$ cat config.mk
export PLATFORM = sky130hd
export DESIGN_NAME = instr_sequencer
export DESIGN_NICKNAME = d
export VERILOG_FILES = /design/src/rtl/instr_sequencer.sv
export SDC_FILE = /design/constraint.sdc
export NUM_CORES = 1
export LEC_CHECK = 0
export ABC_CLOCK_PERIOD_IN_PS = 2000
export CAP_MARGIN = 20
export CORE_UTILIZATION = 42
export CTS_CLUSTER_DIAMETER = 40
export CTS_CLUSTER_SIZE = 14
export DETAILED_ROUTE_END_ITERATION = 10
export GPL_TIMING_DRIVEN = 0
export PLACE_DENSITY = 0.75
export SLEW_MARGIN = 20
export SYNTH_ARGS = -nofsm -noshare
export SYNTH_HDL_FRONTEND = slang
export SYNTH_SLANG_ARGS = --single-unit
export TNS_END_PERCENT = 100
$ cat constraint.sdc
create_clock -name clk -period 2 [get_ports clk]
set_input_delay 0.4 -clock clk [delete_from_list [all_inputs] [get_ports clk]]
set_output_delay 0.4 -clock clk [all_outputs]
set_load 0.02 [all_outputs]
$ cat src/rtl/instr_sequencer.sv
// rtl/instr_sequencer.sv - fetch/decode/issue sequencer for the 8-bit processor
module instr_sequencer #(
  parameter int PC_W    = 8,
  parameter int IW      = 16,
  parameter int TIMEOUT = 4
) (
  input  logic            clk,
  input  logic            rst,
  input  logic            run,
  output logic [PC_W-1:0] imem_addr,
  input  logic [IW-1:0]   imem_rdata,
  output logic [3:0]      ctr1,
  output logic [2:0]      radd1,
  output logic [2:0]      radd2,
  output logic [7:0]      imm,
  output logic            exec_start,
  input  logic            exec_done,
  output logic            busy,
  output logic            halted,
  output logic            timeout_err
);

  localparam int CNT_W = $clog2(TIMEOUT);

  localparam logic [3:0] OP_NOP  = 4'b0000;
  localparam logic [3:0] OP_JMP  = 4'b1100;
  localparam logic [3:0] OP_HALT = 4'b1111;

  typedef enum logic [2:0] {
    S_IDLE,
    S_FETCH,
    S_DECODE,
    S_ISSUE,
    S_WAIT,
    S_HALT
  } state_t;

  state_t            state, state_next;
  logic [PC_W-1:0]   pc, pc_next;
  logic [IW-1:0]     ir, ir_next;
  logic [CNT_W-1:0]  wait_cnt, wait_cnt_next;
  logic              to_q, to_next;
  logic              issuing;

  // State, PC, instruction register, wait counter and sticky timeout flag
  always_ff @(posedge clk or posedge rst) begin
    if (rst) begin
      state    <= S_IDLE;
      pc       <= '0;
      ir       <= '0;
      wait_cnt <= '0;
      to_q     <= 1'b0;
    end else begin
      state    <= state_next;
      pc       <= pc_next;
      ir       <= ir_next;
      wait_cnt <= wait_cnt_next;
      to_q     <= to_next;
    end
  end

  // Next-state logic; instruction boundaries re-check run before fetching again
  always_comb begin
    state_next    = state;
    pc_next       = pc;
    ir_next       = ir;
    wait_cnt_next = wait_cnt;
    to_next       = to_q;
    case (state)
      S_IDLE: begin
        if (run) state_next = S_FETCH;
      end
      S_FETCH: begin
        state_next = S_DECODE;
      end
      S_DECODE: begin
        // decode straight off the memory data; IR only holds it for issue
        ir_next = imem_rdata;
        case (imem_rdata[15:12])
          OP_NOP: begin
            pc_next    = pc + PC_W'(1);
            state_next = run ? S_FETCH : S_IDLE;
          end
          OP_JMP: begin
            pc_next    = PC_W'(imem_rdata[7:0]);
            state_next = run ? S_FETCH : S_IDLE;
          end
          OP_HALT: begin
            state_next = S_HALT;
          end
          default: begin
            state_next = S_ISSUE;
          end
        endcase
      end
      S_ISSUE: begin
        wait_cnt_next = '0;
        state_next    = S_WAIT;
      end
      S_WAIT: begin
        wait_cnt_next = wait_cnt + CNT_W'(1);
        // a completion in the final cycle still counts as success
        if (exec_done) begin
          pc_next    = pc + PC_W'(1);
          state_next = run ? S_FETCH : S_IDLE;
        end else if (wait_cnt == CNT_W'(TIMEOUT - 1)) begin
          to_next    = 1'b1;
          pc_next    = pc + PC_W'(1);
          state_next = run ? S_FETCH : S_IDLE;
        end
      end
      S_HALT: begin
        state_next = S_HALT;
      end
      default: begin
        state_next = S_IDLE;
      end
    endcase
  end

  // Execute-unit fields are forced to zero outside ISSUE/WAIT so nothing fires spuriously
  always_comb begin
    issuing     = (state == S_ISSUE) || (state == S_WAIT);
    ctr1        = issuing ? ir[15:12] : 4'b0000;
    radd1       = issuing ? ir[11:9]  : 3'b000;
    radd2       = issuing ? ir[8:6]   : 3'b000;
    imm         = issuing ? ir[7:0]   : 8'h00;
    exec_start  = (state == S_ISSUE);
    busy        = (state != S_IDLE) && (state != S_HALT);
    halted      = (state == S_HALT);
    timeout_err = to_q;
    imem_addr   = pc;
  end

endmodule
==> reports/summary.txt, run 1 <==
outcome -> finished, violations left
violations in the final reports -> setup timing
clock tree root buffer cell -> sky130_fd_sc_hd__clkbuf_8
leakage component of the power -> 1.08 nW
Mean Syn Cell Area -> 11.0 sq um
Core Footprint -> 0.00374 sq mm
count of input and output buffers -> 49
sum of overflow across all layers after global routing -> 0
deepest clock path buffer count -> 2
Max Cap Violations -> 0
Internal -> 2.19 mW
Inserted Diodes -> 0
Fmax -> 449 MHz
Tightest Hold Check Type -> reg -> reg
H-Tree Level Count -> 2
Crit. End Element -> primary output
portion of the post-synthesis area used by sequential elements -> 0.447
# hold bufs at CTS -> 0
Gate Count Post-Synth -> 153
share of cells above drive strength 1 -> 0.364
most common library cells after synthesis -> sky130_fd_sc_hd__dfrtp_1, sky130_fd_sc_hd__and2_1, sky130_fd_sc_hd__mux2_2
worst-case hold slack -> 0.476 ns
drt initial violations -> 98
routed via count divided by cell count -> 5.40
Net Switching -> 1.35 mW
Num Clock Sinks -> 30
final hold vios -> 0
post-synthesis async set-or-reset flop share -> 1.00
final setup violation count -> 18
number of antenna violations at the first check in global routing -> 0
final slew viol count -> 0
overall die width -> 65.2 microns
power share of the combinational group -> 0.545
RD Place Congestion -> 0.945
GRT Total Usage -> 0.218
Critical Path AT -> 1.83 ns
relative area change from synthesis to final layout -> 43.0%
total wire length -> 4230 microns
worst clock skew -> 0.00813 ns
number of buffers created by CTS -> 5
setup repair after global routing missed its margin -> true
Crit Path Max Fanout -> 8
site row count -> 22
synthesized cell area -> 0.00168 sq mm
number of DRC violations after detailed routing -> 0
Critical Setup Path Class -> reg -> out
sort of element at the start of the critical path -> flop
final setup margin -> -0.230 ns
EDFF count, synth -> 0
Distinct cells, synth -> 43
net switching share of the total power -> 0.381
Die Y-Extent -> 65.2 microns
later-pin clock latency in the skew report -> 0.29 ns
final core area utilization -> 0.641
Hold Path Depth -> 1
register bit total from synthesis -> 30
detailed placement HPWL -> 2950 microns
Antenna Violating Nets Remaining -> 0
largest cells by area after synthesis -> sky130_fd_sc_hd__dfrtp_1, sky130_fd_sc_hd__mux2_2, sky130_fd_sc_hd__and2_1, sky130_fd_sc_hd__mux2i_1, sky130_fd_sc_hd__buf_4
most instantiated flip-flop cell in the synthesis netlist -> sky130_fd_sc_hd__dfrtp_1
count leader, synth -> sky130_fd_sc_hd__dfrtp_1
boundary pin count -> 50
worst slew pin tran -> 0.644 ns
relative contribution of sequential cells to total power -> 0.311
initial cell density of the core -> 0.448
cell area power density -> 1470 mW/mm^2
CTS tree -> built
clock transition at the registers of the reported paths -> 0.07 ns
via count of the first global-routing pass -> 1439
maximum number of pins on one net before global-route repair -> 31
Required @ worst endpoint -> 1.60 ns
DIE AREA -> 0.00425 sq mm
Final period util -> 1.11
Max transition margin -> 0.570
DR pass1 iterations -> 4
worst-case vdd ir drop -> 0.000707 V
number of nets at the end of the flow -> 238
Worst R2R Path Depth -> 6
part of the total power dissipated in the clock network -> 0.144
cell type with the highest aggregate area in the netlist -> sky130_fd_sc_hd__dfrtp_1
clock period minus final worst setup slack -> 2.23 ns
proportion of netlist area held by the largest area contributor -> 0.447
Post-Place Worst Slack -> -0.545 ns
routed len/inst -> 16.0 microns
post-synth net total -> 175
first-pass GRT wire length -> 6820 microns
total vias in the final route -> 1431
number of warnings printed during yosys synthesis -> 0
[logic make-up after synthesis]
kind of cell | after synthesis | share of synthesized area
AND/OR/NAND/NOR | 55 | 0.211
flip-flops | 30 | 0.447
AO/OA/AOI/OAI | 28 | 0.125
multiplexers | 23 | 0.151
buffers and inverters | 13 | 0.0410
XOR/XNOR | 2 | 0.0104
adder cells (fa/ha/maj) | 2 | 0.0149
[metrics by stage]
| step | TNS [ns] | power (mW) | std cells | area, sq um |
|---|---|---|---|---|
| finish | -2.47 | 3.54 | 265 | 2400 |
| global route | -3.49 | 3.76 | 265 | 2400 |
| CTS | -2.93 | 3.53 | 265 | 2390 |
| detailed placement | -8.03 | 2.90 | 250 | 2240 |
| global placement | -7.58 | 2.84 | 250 | 2240 |
| floorplan | 0 | 2.21 | 153 | 1690 |
[layer usage]
metal	vias to the layer above	GRT usage	share of wire
li1	675	-	-
met1	691	0.266	0.43
met2	50	0.352	0.49
met3	15	0.0625	0.048
met4	0	0.103	0.030
met5	-	0	0
[power groups by stage]
stage | sequential (mW) | combinational, mW | clock [mW]
floorplan | 1.13 | 1.08 | 0
global placement | 1.08 | 1.77 | 0
detailed placement | 1.09 | 1.81 | 0
CTS | 1.10 | 1.91 | 0.521
global route | 1.14 | 2.07 | 0.553
finish | 1.10 | 1.93 | 0.509
[repair_timing]
action / 4_1_cts / 5_1_grt
gates resized for setup: 109 / 6
gates cloned: 1 / 0
setup buffers: 6 / 1
pin swaps: 4 / 2
endpoints found under the setup margin: 22 / 30
[area by class of cell]
type                            count  area [sq um]
Buffer                              8          80.1
Multi-Input combinational cell    110           883
Tap cell                           48          60.1
Sequential cell                    30           752
Fill cell                         317          1350
Inverter                            4          15.0
Clock buffer                        7          86.3
Timing Repair Buffer               57           517
Clock inverter                      1          5.00
[state kept, by name, indices dropped and copies added, names as in the netlist]
register     count
imem_addr        8
ir              16
state            3
timeout_err      1
wait_cnt         2
[worst max-delay path, cell delays in order (launching register included)]
cell and delay (ns):
sky130_fd_sc_hd__dfrtp_1 0.39, sky130_fd_sc_hd__buf_6 0.12, sky130_fd_sc_hd__nor2b_4 0.12, sky130_fd_sc_hd__and2_4 0.15, sky130_fd_sc_hd__or2_4 0.27, sky130_fd_sc_hd__buf_8 0.14
sky130_fd_sc_hd__and2_4 0.13, sky130_fd_sc_hd__buf_6 0.11, sky130_fd_sc_hd__buf_6 0.12
[worst paths after layout]
kind                             start            to  slack [ns]
max                           state[1]      radd2[1]       -0.23
min                        timeout_err   timeout_err        0.48
max reg2reg                   state[1]  imem_addr[1]        0.09
min reg2reg                timeout_err   timeout_err        0.48
max in group asynchronous          rst      state[0]        1.02
min in group asynchronous          rst         ir[5]        0.52
[cells in the final DEF (no fill, tap or decap), types with 3 or more instances in the layout]
cell                              Yosys  final
sky130_fd_sc_hd__dfrtp_1             30     29
sky130_fd_sc_hd__a211oi_1             3      3
sky130_fd_sc_hd__clkbuf_8             0      6
sky130_fd_sc_hd__nand2b_1             3      3
sky130_fd_sc_hd__and2_4               0      3
sky130_fd_sc_hd__clkdlybuf4s50_1      0     27
sky130_fd_sc_hd__buf_2                1      9
sky130_fd_sc_hd__and2_1              18     15
sky130_fd_sc_hd__a2bb2oi_1            4      4
sky130_fd_sc_hd__buf_6                0     12
sky130_fd_sc_hd__nor2_1               3      3
sky130_fd_sc_hd__buf_4                5     10
sky130_fd_sc_hd__mux2_2              17     17
sky130_fd_sc_hd__nand3_1              4      4
sky130_fd_sc_hd__nand2_1              6      6
sky130_fd_sc_hd__a211o_1              3      3
sky130_fd_sc_hd__inv_1                4      3
sky130_fd_sc_hd__o21ai_0              3      3
sky130_fd_sc_hd__a21oi_1              5      5
sky130_fd_sc_hd__mux2i_1              5      5
Power figures use the tool's default switching activity.
==> run 2: changes to the inputs <==
- ABC_CLOCK_PERIOD_IN_PS: 2000 -> 1900
- clock period: 2 -> 1.9 ns (I/O delays scaled with it)
==> run 2 against run 1 <==
Design area increased by 5.2%. Power increased by 11%. The flow still finishes with violations (setup timing). Critical path depth did not move. Register-to-register slack got worse by 0.07 ns. Critical endpoint is now radd2[0].
==> reports/summary.txt, run 2 (same netlist as run 1, synthesis figures left out) <==
clock period minus final worst setup slack -> 2.20 ns
sum of overflow across all layers after global routing -> 0
CTS tree -> built
maximum number of pins on one net before global-route repair -> 31
post-placement cell count -> 250
Core Footprint -> 0.00374 sq mm
share of cells above drive strength 1 -> 0.408
total vias in the final route -> 1473
routed via count divided by cell count -> 5.34
initial cell density of the core -> 0.448
sort of element at the start of the critical path -> flop
boundary pin count -> 50
Crit path largest cell delay -> 0.38 ns
RD Place Congestion -> 0.887
total wire length -> 4130 microns
final setup margin -> -0.299 ns
most frequent cell on the critical path -> sky130_fd_sc_hd__buf_6
worst slew pin tran -> 0.627 ns
via count of the first global-routing pass -> 1463
Max transition margin -> 0.582
number of antenna violations at the first check in global routing -> 0
Required @ worst endpoint -> 1.52 ns
commonest non-fill, non-tap cell in the layout -> sky130_fd_sc_hd__dfrtp_1
final slew viol count -> 0
worst path buffer plus inverter count -> 4
routed len/inst -> 15.0 microns
# hold bufs at CTS -> 0
detailed placement HPWL -> 2830 microns
critical-path cell list -> buf_6 -> nor2b_4 -> and2_4 -> or2_4 -> buf_8 -> and2_4 -> buf_6 -> buf_6
Crit. End Element -> primary output
final setup violation count -> 18
GRT Total Usage -> 0.203
Critical Path AT -> 1.82 ns
drt initial violations -> 55
count of input and output buffers -> 49
Crit Path Max Fanout -> 5
leakage component of the power -> 1.15 nW
critical path's top delay family -> simple AND/OR/NAND/NOR gates
Post-DP Area -> 0.00226 sq mm
cell area power density -> 1550 mW/mm^2
number of buffers created by CTS -> 5
outcome -> finished, violations left
relative area change from synthesis to final layout -> 50.3%
worst-case vdd ir drop -> 0.000925 V
final core area utilization -> 0.674
worst clock skew -> 0.00124 ns
setup repair after global routing missed its margin -> true
DR pass1 iterations -> 4
Antenna Violating Nets Remaining -> 0
Final period util -> 1.16
Num Clock Sinks -> 30
DIE AREA -> 0.00425 sq mm
number of DRC violations after detailed routing -> 0
register containing the most flip-flops in the final layout -> ir
Inserted Diodes -> 0
filler-free cell count of the finished design -> 276
site row count -> 22
slowest stage cell, crit path -> sky130_fd_sc_hd__dfrtp_1
Fmax -> 455 MHz
violations in the final reports -> setup timing
Critical Setup Path Class -> reg -> out
number of nets at the end of the flow -> 249
number of flip-flops under the largest register name -> 16
Tightest Hold Check Type -> reg -> reg
first-pass GRT wire length -> 6580 microns
clock transition at the registers of the reported paths -> 0.06 ns
final hold vios -> 0
Max Cap Violations -> 0
worst-case hold slack -> 0.469 ns
clock tree root buffer cell -> sky130_fd_sc_hd__clkbuf_8
deepest clock path buffer count -> 2
Die Y-Extent -> 65.2 microns
Design Area, Final -> 0.00252 sq mm
Post-Place Worst Slack -> -0.529 ns
commonest cells after routing, fill and taps aside -> sky130_fd_sc_hd__dfrtp_1, sky130_fd_sc_hd__clkdlybuf4s50_1, sky130_fd_sc_hd__buf_4
H-Tree Level Count -> 2
later-pin clock latency in the skew report -> 0.28 ns
overall die width -> 65.2 microns
==> run 2: final timing paths <==
path | from | to | slack (ns) | cells after the start
setup / recovery | state[1] | radd2[0] | -0.30 | 8
hold / removal | timeout_err | timeout_err | 0.47 | 1
setup reg to reg | state[1] | imem_addr[1] | 0.02 | 6
hold reg to reg | timeout_err | timeout_err | 0.47 | 1
max in group asynchronous | rst | state[0] | 0.95 | 2
min in group asynchronous | rst | ir[2] | 0.50 | 2
==> run 2: worst register-to-register path, delay by kind of cell, from the launching register on <==
family,cells,cell delay (ns)
simple gates,2,0.50
flops,1,0.38
buf+inv,2,0.27
mux,2,0.62
==> run 2: metrics by stage <==
| stage | power [mW] | setup TNS, ns |
|---|---|---|
| after floorplan | 2.36 | 0 |
| after global placement | 3.03 | -8.85 |
| after detailed placement | 3.08 | -9.33 |
| after CTS | 3.80 | -4.33 |
| after global routing | 4.15 | -5.39 |
| final | 3.92 | -4.30 |
==> run 2: metal layers <==
metal | global-route usage | vias to the layer above | wire, microns
li1 | - | 696 | -
met5 | 0 | - | 0
met2 | 0.362 | 47 | 2030
met3 | 0.0538 | 7 | 203
met1 | 0.244 | 723 | 1840
met4 | 0.0435 | 0 | 56
==> run 2: where the power goes <==
group	switching [mW]	internal, mW	leakage, nW
Sequential	0.208	0.938	0.359
Combinational	1.01	1.23	0.740
Clock	0.243	0.292	0.0482
Total	1.46	2.46	1.15
==> run 2: what timing repair did <==
item / in CTS / in global routing
pin swaps: 3 / 5
buffers inserted: 11 / 7
endpoints found under the setup margin: 22 / 31
cloned: 1 / 0
gates resized for setup: 112 / 15
==> run 2: final cells by class <==
cell class / count / area [sq um]
fillers: 310 / 1220
clock buffers: 7 / 86.3
multi-input cells: 110 / 895
well taps: 48 / 60.1
inverters: 4 / 15.0
clock inverters: 1 / 5.00
flip-flops and latches: 30 / 753
plain buffers: 8 / 88.8
repair buffers: 68 / 619
==> run 3: changes to the inputs <==
- CORE_MARGIN: unset -> 2
==> run 3 against run 2 <==
The flow still finishes with violations (setup timing). Clock power decreased by 10%. Highest routed layer unchanged. Sequential power is essentially flat. Sequential share of layout area increased by 0.17 points. Largest power group unchanged. Clock-buffer cell count did not move. First-iteration DRC count shrank 15%. Wire length up 8.3%. Flip-flop and latch count did not move. Clock skew up 0.0046 ns. Critical path depth stayed put. Final cell count fell by 0.36%.
==> reports/summary.txt, run 3 (same netlist as run 1, synthesis figures left out) <==
outcome -> finished, violations left
violations in the final reports -> setup timing
DIE AREA -> 0.00452 sq mm
reg2reg end -> imem_addr[0]
final setup violation count -> 18
Core Footprint -> 0.00374 sq mm
Die Y-Extent -> 67.2 microns
overall die width -> 67.2 microns
Fmax -> 455 MHz
H-Tree Level Count -> 2
routed via count divided by cell count -> 5.39
boundary pin count -> 50
Post-DP Area -> 0.00226 sq mm
clock period minus final worst setup slack -> 2.20 ns
site row count -> 22
power share of the combinational group -> 0.580
cell area power density -> 1550 mW/mm^2
total vias in the final route -> 1481
FF-to-FF setup slack -> 0.02 ns
Tightest Hold Check Type -> reg -> reg
Crit. End Element -> primary output
Max transition margin -> 0.575
routed len/inst -> 16.2 microns
GRT Total Usage -> 0.208
Max Cap Violations -> 0
commonest non-fill, non-tap cell in the layout -> sky130_fd_sc_hd__dfrtp_1
share of cells above drive strength 1 -> 0.396
RD Place Congestion -> 0.893
CP startpoint -> state[1]
sort of element at the start of the critical path -> flop
worst-case vdd ir drop -> 0.000810 V
count of input and output buffers -> 49
number of buffers created by CTS -> 5
setup repair after global routing missed its margin -> true
later-pin clock latency in the skew report -> 0.28 ns
worst hold path endpoint -> timeout_err
number of DRC violations after detailed routing -> 0
final hold vios -> 0
number of antenna violations at the first check in global routing -> 0
number of nets at the end of the flow -> 249
register containing the most flip-flops in the final layout -> ir
first-pass GRT wire length -> 6960 microns
Critical Setup Path Class -> reg -> out
deepest clock path buffer count -> 2
worst slew pin tran -> 0.636 ns
relative area change from synthesis to final layout -> 49.2%
Design Area, Final -> 0.00250 sq mm
Critical Path AT -> 1.82 ns
Pwr Total -> 3.89 mW
Internal -> 2.41 mW
detailed placement HPWL -> 2900 microns
Net Switching -> 1.48 mW
Hold Path Depth -> 1
Required @ worst endpoint -> 1.52 ns
worst hold path startpoint -> timeout_err
leakage component of the power -> 1.13 nW
part of the total power dissipated in the clock network -> 0.123
number of flip-flops under the largest register name -> 16
Worst R2R Path Depth -> 8
via count of the first global-routing pass -> 1490
clock transition at the registers of the reported paths -> 0.06 ns
worst clock skew -> 0.00584 ns
Antenna Violating Nets Remaining -> 0
Inserted Diodes -> 0
final slew viol count -> 0
Num Clock Sinks -> 30
Final period util -> 1.16
CTS tree -> built
total wire length -> 4470 microns
drt initial violations -> 47
relative contribution of sequential cells to total power -> 0.296
commonest cells after routing, fill and taps aside -> sky130_fd_sc_hd__dfrtp_1, sky130_fd_sc_hd__clkdlybuf4s50_1, sky130_fd_sc_hd__buf_4
FF-to-FF Start -> state[2]
clock tree root buffer cell -> sky130_fd_sc_hd__clkbuf_8
final setup margin -> -0.299 ns
maximum number of pins on one net before global-route repair -> 31
net switching share of the total power -> 0.380
Crit Path Max Fanout -> 5
initial cell density of the core -> 0.448
final core area utilization -> 0.669
sum of overflow across all layers after global routing -> 0
DR pass1 iterations -> 4
worst-case hold slack -> 0.476 ns
## run 3: worst max-delay path by stage
stage          cells past startpoint  slack (ns)       end
6_report                           8       -0.30  radd2[0]
2_1_floorplan                      7        0.01  radd2[0]
3_5_place_dp                       8       -0.53  radd2[0]
5_1_grt                            8       -0.36  radd2[0]
4_1_cts                            8       -0.31  radd2[0]
3_3_place_gp                       8       -0.53  radd2[1]
## run 3: per-layer routing
layer  wire (microns)  GRT usage  vias to the layer above
met4               19     0.0510                        0
met2             2310      0.359                       54
li1                 -          -                      698
met3              284     0.0717                        2
met1             1860      0.248                      727
met5                0          0                        -
## run 3: what timing repair did
action	in CTS	in global routing
hold endpoints to repair	0	0
hold buffers	0	0
buffers inserted	11	6
cloned	1	0
gates resized for setup	110	11
endpoints found under the setup margin	22	37
pin swaps	2	5
## run 3: per-stage QoR
stage	setup WS, ns	instances	setup TNS, ns
3_3_place_gp	-0.526	250	-8.90
5_1_grt	-0.357	275	-5.64
6_report	-0.299	275	-4.52
3_5_place_dp	-0.535	250	-9.24
2_1_floorplan	0.0115	153	0
4_1_cts	-0.314	269	-4.51
## run 3: final cells by class
type / instances / area [sq um]
inverters: 4 / 15.0
clock buffers: 7 / 76.3
flip-flops and latches: 30 / 752
well taps: 48 / 60.1
multi-input cells: 110 / 912
repair buffers: 67 / 591
plain buffers: 9 / 97.6
fillers: 308 / 1240
## run 3: power groups by stage
| stage | registers (mW) | clock network, mW | logic [mW] |
|---|---|---|---|
| 6_report | 1.15 | 0.479 | 2.26 |
| 2_1_floorplan | 1.19 | 0 | 1.17 |
| 3_3_place_gp | 1.14 | 0 | 1.90 |
| 4_1_cts | 1.14 | 0.490 | 2.13 |
| 5_1_grt | 1.20 | 0.520 | 2.40 |
| 3_5_place_dp | 1.16 | 0 | 1.93 |
## run 3: critical path, cell delays in order, from the launching register on
cell and delay (ns):
sky130_fd_sc_hd__dfrtp_1 0.39, sky130_fd_sc_hd__buf_6 0.12, sky130_fd_sc_hd__nor2b_4 0.12, sky130_fd_sc_hd__and2_4 0.15, sky130_fd_sc_hd__or2_4 0.28, sky130_fd_sc_hd__buf_8 0.13
sky130_fd_sc_hd__and2_4 0.13, sky130_fd_sc_hd__buf_6 0.11, sky130_fd_sc_hd__buf_6 0.12
